## config.mk

```make
export PLATFORM = sky130hd
export DESIGN_NAME = mips_multicycle_ctrl
export DESIGN_NICKNAME = d
export VERILOG_FILES = /design/src/rtl/mips_multicycle_ctrl.sv
export SDC_FILE = /design/constraint.sdc
export NUM_CORES = 1
export LEC_CHECK = 0
export CAP_MARGIN = 25
export CORE_ASPECT_RATIO = 1.2
export CORE_MARGIN = 1.5
export CORE_UTILIZATION = 35
export CTS_CLUSTER_DIAMETER = 50
export DETAILED_ROUTE_END_ITERATION = 6
export PLACE_DENSITY = 0.8
export REMOVE_ABC_BUFFERS = 1
export SYNTH_ARGS = -nofsm -noshare
export SYNTH_HDL_FRONTEND = slang
export SYNTH_SLANG_ARGS = --single-unit
```

## constraint.sdc

```tcl
create_clock -name clk -period 2 [get_ports clk]
set_clock_uncertainty 0.1 [all_clocks]
set_input_delay 0.4 -clock clk [delete_from_list [all_inputs] [get_ports clk]]
set_output_delay 0.4 -clock clk [all_outputs]
set_load 0.02 [all_outputs]
```

## src/rtl/mips_multicycle_ctrl.sv

```systemverilog
// -----------------------------------------------------------------------------
// mips_multicycle_ctrl
//
// Moore-style controller for a multi-cycle MIPS datapath (PC, IR, register
// file, ALU, data memory port, clocked sign/zero extender). It decodes the IR
// opcode/funct fields, steps through one state per datapath phase and drives
// every enable and select. It also owns the memory request/ready handshake.
//
// The extender is registered. It samples the immediate while the FSM is in
// DECODE, so ext_zero is driven from the opcode in every state. States from
// MEMADR/BEQ_TGT/IMM_EX onward consume the extended value.
//
// Optional feature (compile-time macro CTRL_PERF_CNT_EN):
//   defined   : instr_count counts retired instructions. It wraps at 2^32 and
//               is cleared by rst.
//   undefined : instr_count is tied to zero and no counter logic exists.
//
// Parameters:
//   RESET_STATE  state encoding loaded on reset (FETCH = 4'd0)
//
// Ports:
//   clk          in   system clock, rising edge
//   rst          in   synchronous active-high reset
//   opcode[5:0]  in   IR[31:26]
//   funct[5:0]   in   IR[5:0]
//   zero         in   ALU zero flag (current cycle)
//   mem_ready    in   memory completes the current request this cycle
//   mem_req      out  memory request
//   mem_we       out  memory write (1) / read (0), valid with mem_req
//   iord         out  memory address select: 0 = PC, 1 = ALUOut
//   ir_we        out  load instruction register
//   pc_we        out  load PC
//   pc_src[1:0]  out  PC source: 00 ALU result, 01 ALUOut, 10 jump target
//   alu_src_a    out  ALU A: 0 = PC, 1 = reg A
//   alu_src_b    out  ALU B: 00 reg B, 01 const 4, 10 ext imm, 11 ext imm<<2
//   alu_ctrl[3:0]out  0010 add, 0110 sub, 0000 and, 0001 or, 0111 slt
//   ext_zero     out  extender mode: 1 = zero-extend, 0 = sign-extend
//   reg_we       out  register-file write
//   reg_dst      out  write destination: 1 = rd, 0 = rt
//   mem_to_reg   out  write-back source: 1 = MDR, 0 = ALUOut
//   illegal      out  sticky unsupported-instruction flag
//   state[3:0]   out  current state (debug)
//   instr_count  out  retired-instruction count (0 unless CTRL_PERF_CNT_EN)
// -----------------------------------------------------------------------------
module mips_multicycle_ctrl #(
   parameter logic [3:0] RESET_STATE = 4'd0
) (
   input  logic        clk,
   input  logic        rst,
   input  logic [5:0]  opcode,
   input  logic [5:0]  funct,
   input  logic        zero,
   input  logic        mem_ready,
   output logic        mem_req,
   output logic        mem_we,
   output logic        iord,
   output logic        ir_we,
   output logic        pc_we,
   output logic [1:0]  pc_src,
   output logic        alu_src_a,
   output logic [1:0]  alu_src_b,
   output logic [3:0]  alu_ctrl,
   output logic        ext_zero,
   output logic        reg_we,
   output logic        reg_dst,
   output logic        mem_to_reg,
   output logic        illegal,
   output logic [3:0]  state,
   output logic [31:0] instr_count
);

   typedef enum logic [3:0] {
      S_FETCH    = 4'd0,
      S_DECODE   = 4'd1,
      S_MEMADR   = 4'd2,
      S_MEMRD    = 4'd3,
      S_MEMWB    = 4'd4,
      S_MEMWR    = 4'd5,
      S_RTYPE_EX = 4'd6,
      S_RTYPE_WB = 4'd7,
      S_BEQ_TGT  = 4'd8,
      S_BEQ_CMP  = 4'd9,
      S_IMM_EX   = 4'd10,
      S_IMM_WB   = 4'd11,
      S_JUMP     = 4'd12,
      S_TRAP     = 4'd13
   } state_t;

   localparam logic [5:0] OP_RTYPE = 6'h00;
   localparam logic [5:0] OP_J     = 6'h02;
   localparam logic [5:0] OP_BEQ   = 6'h04;
   localparam logic [5:0] OP_ADDI  = 6'h08;
   localparam logic [5:0] OP_ORI   = 6'h0D;
   localparam logic [5:0] OP_LW    = 6'h23;
   localparam logic [5:0] OP_SW    = 6'h2B;

   localparam logic [5:0] FN_ADD = 6'h20;
   localparam logic [5:0] FN_SUB = 6'h22;
   localparam logic [5:0] FN_AND = 6'h24;
   localparam logic [5:0] FN_OR  = 6'h25;
   localparam logic [5:0] FN_SLT = 6'h2A;

   localparam logic [3:0] ALU_ADD = 4'b0010;
   localparam logic [3:0] ALU_SUB = 4'b0110;
   localparam logic [3:0] ALU_AND = 4'b0000;
   localparam logic [3:0] ALU_OR  = 4'b0001;
   localparam logic [3:0] ALU_SLT = 4'b0111;

   state_t     state_q;
   state_t     state_d;
   logic       illegal_q;
   logic       illegal_d;

   logic [3:0] rtype_alu_s;
   logic       funct_ok_s;

   // Strobes before reset gating; they must never fire during the rst cycle.
   logic       mem_req_s;
   logic       mem_we_s;
   logic       ir_we_s;
   logic       pc_we_s;
   logic       reg_we_s;

   // R-type funct decode: ALU operation and legality.
   always_comb begin
      rtype_alu_s = 4'b0000;
      funct_ok_s  = 1'b1;
      case (funct)
         FN_ADD:  rtype_alu_s = ALU_ADD;
         FN_SUB:  rtype_alu_s = ALU_SUB;
         FN_AND:  rtype_alu_s = ALU_AND;
         FN_OR:   rtype_alu_s = ALU_OR;
         FN_SLT:  rtype_alu_s = ALU_SLT;
         default: begin
            rtype_alu_s = 4'b0000;
            funct_ok_s  = 1'b0;
         end
      endcase
   end

   // Next-state logic.
   always_comb begin
      state_d = state_q;
      case (state_q)
         S_FETCH: begin
            if (mem_ready) state_d = S_DECODE;
            else           state_d = S_FETCH;
         end
         S_DECODE: begin
            case (opcode)
               OP_RTYPE:       state_d = S_RTYPE_EX;
               OP_LW, OP_SW:   state_d = S_MEMADR;
               OP_BEQ:         state_d = S_BEQ_TGT;
               OP_ADDI, OP_ORI: state_d = S_IMM_EX;
               OP_J:           state_d = S_JUMP;
               default:        state_d = S_TRAP;
            endcase
         end
         S_MEMADR: begin
            if (opcode == OP_LW) state_d = S_MEMRD;
            else                 state_d = S_MEMWR;
         end
         S_MEMRD: begin
            if (mem_ready) state_d = S_MEMWB;
            else           state_d = S_MEMRD;
         end
         S_MEMWB:    state_d = S_FETCH;
         S_MEMWR: begin
            if (mem_ready) state_d = S_FETCH;
            else           state_d = S_MEMWR;
         end
         S_RTYPE_EX: begin
            if (funct_ok_s) state_d = S_RTYPE_WB;
            else            state_d = S_TRAP;
         end
         S_RTYPE_WB: state_d = S_FETCH;
         S_BEQ_TGT:  state_d = S_BEQ_CMP;
         S_BEQ_CMP:  state_d = S_FETCH;
         S_IMM_EX:   state_d = S_IMM_WB;
         S_IMM_WB:   state_d = S_FETCH;
         S_JUMP:     state_d = S_FETCH;
         S_TRAP:     state_d = S_TRAP;
         default:    state_d = S_FETCH;
      endcase
   end

   // Sticky illegal flag: set on entry to TRAP, only rst clears it.
   always_comb begin
      if (state_d == S_TRAP) illegal_d = 1'b1;
      else                   illegal_d = illegal_q;
   end

   // Moore output decode; mem_ready and zero only qualify the FETCH/BEQ_CMP writes.
   always_comb begin
      mem_req_s  = 1'b0;
      mem_we_s   = 1'b0;
      iord       = 1'b0;
      ir_we_s    = 1'b0;
      pc_we_s    = 1'b0;
      pc_src     = 2'b00;
      alu_src_a  = 1'b0;
      alu_src_b  = 2'b00;
      alu_ctrl   = 4'b0000;
      reg_we_s   = 1'b0;
      reg_dst    = 1'b0;
      mem_to_reg = 1'b0;
      case (state_q)
         S_FETCH: begin
            mem_req_s = 1'b1;
            alu_src_b = 2'b01;
            alu_ctrl  = ALU_ADD;
            ir_we_s   = mem_ready;
            pc_we_s   = mem_ready;
         end
         S_MEMADR: begin
            alu_src_a = 1'b1;
            alu_src_b = 2'b10;
            alu_ctrl  = ALU_ADD;
         end
         S_MEMRD: begin
            mem_req_s = 1'b1;
            iord      = 1'b1;
         end
         S_MEMWB: begin
            reg_we_s   = 1'b1;
            mem_to_reg = 1'b1;
         end
         S_MEMWR: begin
            mem_req_s = 1'b1;
            mem_we_s  = 1'b1;
            iord      = 1'b1;
         end
         S_RTYPE_EX: begin
            alu_src_a = 1'b1;
            alu_ctrl  = rtype_alu_s;
         end
         S_RTYPE_WB: begin
            reg_we_s = 1'b1;
            reg_dst  = 1'b1;
         end
         S_BEQ_TGT: begin
            // PC already holds PC+4 from FETCH; target = PC + (imm << 2).
            alu_src_b = 2'b11;
            alu_ctrl  = ALU_ADD;
         end
         S_BEQ_CMP: begin
            alu_src_a = 1'b1;
            alu_ctrl  = ALU_SUB;
            pc_src    = 2'b01;
            pc_we_s   = zero;
         end
         S_IMM_EX: begin
            alu_src_a = 1'b1;
            alu_src_b = 2'b10;
            if (opcode == OP_ORI) alu_ctrl = ALU_OR;
            else                  alu_ctrl = ALU_ADD;
         end
         S_IMM_WB: begin
            reg_we_s = 1'b1;
         end
         S_JUMP: begin
            pc_src  = 2'b10;
            pc_we_s = 1'b1;
         end
         default: begin
            mem_req_s = 1'b0;
         end
      endcase
   end

   // Strobe gating: nothing fires in a reset cycle, so an in-flight write is dropped.
   always_comb begin
      if (rst) begin
         mem_req = 1'b0;
         mem_we  = 1'b0;
         ir_we   = 1'b0;
         pc_we   = 1'b0;
         reg_we  = 1'b0;
      end else begin
         mem_req = mem_req_s;
         mem_we  = mem_we_s;
         ir_we   = ir_we_s;
         pc_we   = pc_we_s;
         reg_we  = reg_we_s;
      end
   end

   assign ext_zero = (opcode == OP_ORI);
   assign illegal  = illegal_q;
   assign state    = state_q;

   // State and sticky-flag registers.
   always_ff @(posedge clk) begin
      if (rst) begin
         state_q   <= state_t'(RESET_STATE);
         illegal_q <= 1'b0;
      end else begin
         state_q   <= state_d;
         illegal_q <= illegal_d;
      end
   end

`ifdef CTRL_PERF_CNT_EN
   logic [31:0] instr_count_q;
   logic [31:0] instr_count_d;
   logic        retire_s;

   // An instruction retires when its last state hands control back to FETCH.
   always_comb begin
      retire_s = 1'b0;
      case (state_q)
         S_MEMWB, S_MEMWR, S_RTYPE_WB, S_BEQ_CMP, S_IMM_WB, S_JUMP:
            retire_s = (state_d == S_FETCH);
         default:
            retire_s = 1'b0;
      endcase
      if (retire_s) instr_count_d = instr_count_q + 32'd1;
      else          instr_count_d = instr_count_q;
   end

   // Retired-instruction counter register.
   always_ff @(posedge clk) begin
      if (rst) instr_count_q <= 32'd0;
      else     instr_count_q <= instr_count_d;
   end

   assign instr_count = instr_count_q;
`else
   assign instr_count = 32'd0;
`endif

endmodule

```

==> flow_summary.json <==
{
  "min_period_ns": 2.02,
  "timing.hold.ws_ns": 0.365,
  "worstSetupPathType": "reg2out",
  "start_util": 0.367,
  "setup_viol": 3,
  "cts_buffer_depth": 2,
  "synth-seq-area-share": 0.0978,
  "yosys_warnings": 0,
  "syn-cell-area_um2": 1020,
  "drive_gt1_frac": 0.395,
  "grt_pass1_wl_um": 4500,
  "syn2layout_area_growth_pct": 67.2,
  "clock_latency_ns": 0.25,
  "cts_tree": "done",
  "slew_viol_final": 0,
  "power_switching_mw": 0.770,
  "die_y_um": 62.2,
  "nNetsFinal": 240,
  "grt.total_usage": 0.173,
  "max-cap-violations": 0,
  "comb_power_share": 0.816,
  "critPathRequiredTime_ns": 1.50,
  "p_leak_nw": 0.823,
  "antenna_left": 0,
  "path_max_fanout": 5,
  "ys_ff_latch": 5,
  "dieArea_um2": 3260,
  "drc": 0,
  "synth_async_sr_flop_share": 0,
  "min_path_type": "reg2reg",
  "syn_inst": 151,
  "report.final.hold_viol_count": 0,
  "row_count": 21,
  "grt_pass1_vias": 1083,
  "clock_sinks": 5,
  "intPower_mw": 0.837,
  "pre_cts_ws_ns": -0.699,
  "io_buffer_count": 37,
  "fmax_mhz": 494,
  "vias_per_cell": 4.96,
  "crit_path_end_kind": "output port",
  "antenna_found_initial": 0,
  "synth-edff-count": 0,
  "critPathArrivalTime_ns": 1.52,
  "cp-start-kind": "register",
  "synthFlopType": "dfxtp_1",
  "ios": 71,
  "place_congestion": 0.946,
  "holdBufCountCts": 0,
  "violations": "setup timing",
  "swShare": 0.479,
  "fin_util": 0.615,
  "irDropWorstVdd_uv": 778,
  "vias": 1275,
  "avgSynthCellArea_um2": 6.78,
  "p_per_area_nw_per_um2": 939,
  "outcome": "finished, violations left",
  "layout_common_cells": "buf_4 (36), conb_1 (33), nor2_1 (16)",
  "routedWlPerCell_um": 12.3,
  "clkPwrFrac": 0.077,
  "root_buffer": "clkbuf_4",
  "grt_max_degree": 15,
  "drt-total-wl_um": 3170,
  "dpl.hpwl_um": 2280,
  "seqPwrFrac": 0.108,
  "setup_slack_ns": -0.0235,
  "regArea_um2": 106,
  "core_um2": 2790,
  "clk_pin_slew_ns": 0.05,
  "drtIter0Drc": 40,
  "grt-ovfl-total": 0,
  "period_share": 1.01,
  "rsz0062_at_grt": "true",
  "fill_cells": 252,
  "final_common_cell": "buf_4",
  "synth_cell_types": 42,
  "htree_levels": 1,
  "die_x_um": 52.4,
  "diodes": 0,
  "multi_input_area_um2": 857,
  "cts_made_buffers": 3,
  "dr.pass1.iters": 4
}
-- per-stage QoR --
stage / instances / cell area (um^2) / power, mW / setup TNS [ns]
after detailed placement: 248 / 1540 / 1.30 / -6.19
after floorplan: 141 / 853 / 0.729 / -1.53
final: 257 / 1710 / 1.61 / -0.0500
after global placement: 248 / 1540 / 1.28 / -6.05
after global routing: 257 / 1710 / 1.70 / -0.209
after CTS: 253 / 1550 / 1.41 / -0.179
-- critical path, stage by stage, from the launching register on --
cell	delay [ns]
dfxtp_4	0.36
nand2b_4	0.14
nor2_1	0.10
a311oi_1	0.06
a2111oi_1	0.39
buf_2	0.23
-- final cells by class --
type                            count  area share
Multi-Input combinational cell    131       0.501
Timing Repair Buffer               78       0.386
Sequential cell                     5      0.0621
Tap cell                           34      0.0249
Clock buffer                        4      0.0154
Inverter                            5      0.0110
-- flip-flops by register name, summed over array words and instances, names as in the netlist --
register	count
illegal	1
state	4
-- kinds of logic after synthesis --
family,share of synthesized area
other cells,0.00366
mux,0.0110
simple gates,0.315
compound gates,0.253
xor+xnor,0.0171
flops,0.0978
buf+inv,0.302
-- routing by layer --
layer	GRT usage	up-vias	routed length, um
li1	-	611	-
met1	0.204	577	1230
met2	0.317	75	1660
met3	0.0240	12	220
met4	0.0385	0	65
met5	0	-	0
-- cell usage after synthesis, types with 2 or more instances --
library cell	count	area (um^2)
inv_1	5	18.8
clkbuf_1	7	26.3
xnor2_1	2	17.5
dfxtp_1	5	100
nor2b_1	3	18.8
or2_2	2	12.5
and2_1	2	12.5
o21ai_0	5	25.0
o22ai_1	2	12.5
buf_4	33	248
nand2b_1	6	37.5
a211oi_1	3	22.5
o21ai_1	2	10.0
nor3b_1	2	15.0
and3_1	2	12.5
nand3_1	4	20.0
o31ai_1	2	15.0
a311oi_1	4	35.0
nand2_1	6	22.5
a21oi_1	8	40.0
nor2_1	18	67.6
nor3_1	8	40.0
-- final timing paths --
kind,cells after the start,end,from,slack (ns)
min reg2reg,2,illegal$_SDFFE_PP0N_,illegal$_SDFFE_PP0N_,0.37
min,2,illegal$_SDFFE_PP0N_,illegal$_SDFFE_PP0N_,0.37
max,5,pc_we,state[0]$_SDFF_PP0_,-0.02
max reg2reg,8,illegal$_SDFFE_PP0N_,state[3]$_SDFF_PP0_,0.18
-- what timing repair did --
item | 4_1_cts | 5_1_grt
setup endpoints to repair | 22 | 15
pin swaps | 10 | 15
cloned | 0 | 0
buffers inserted | 1 | 4
resized for setup | 74 | 51
hold endpoints to repair | 0 | 0
-- power by group through the flow --
| stage | sequential (mW) | clock, mW | combinational (mW) |
|---|---|---|---|
| finish | 0.173 | 0.123 | 1.31 |
| detailed placement | 0.166 | 0 | 1.13 |
| CTS | 0.171 | 0.123 | 1.11 |
| global placement | 0.165 | 0 | 1.12 |
| floorplan | 0.271 | 0 | 0.458 |
| global route | 0.176 | 0.129 | 1.40 |
No activity file was read; power rests on OpenSTA's default activity.
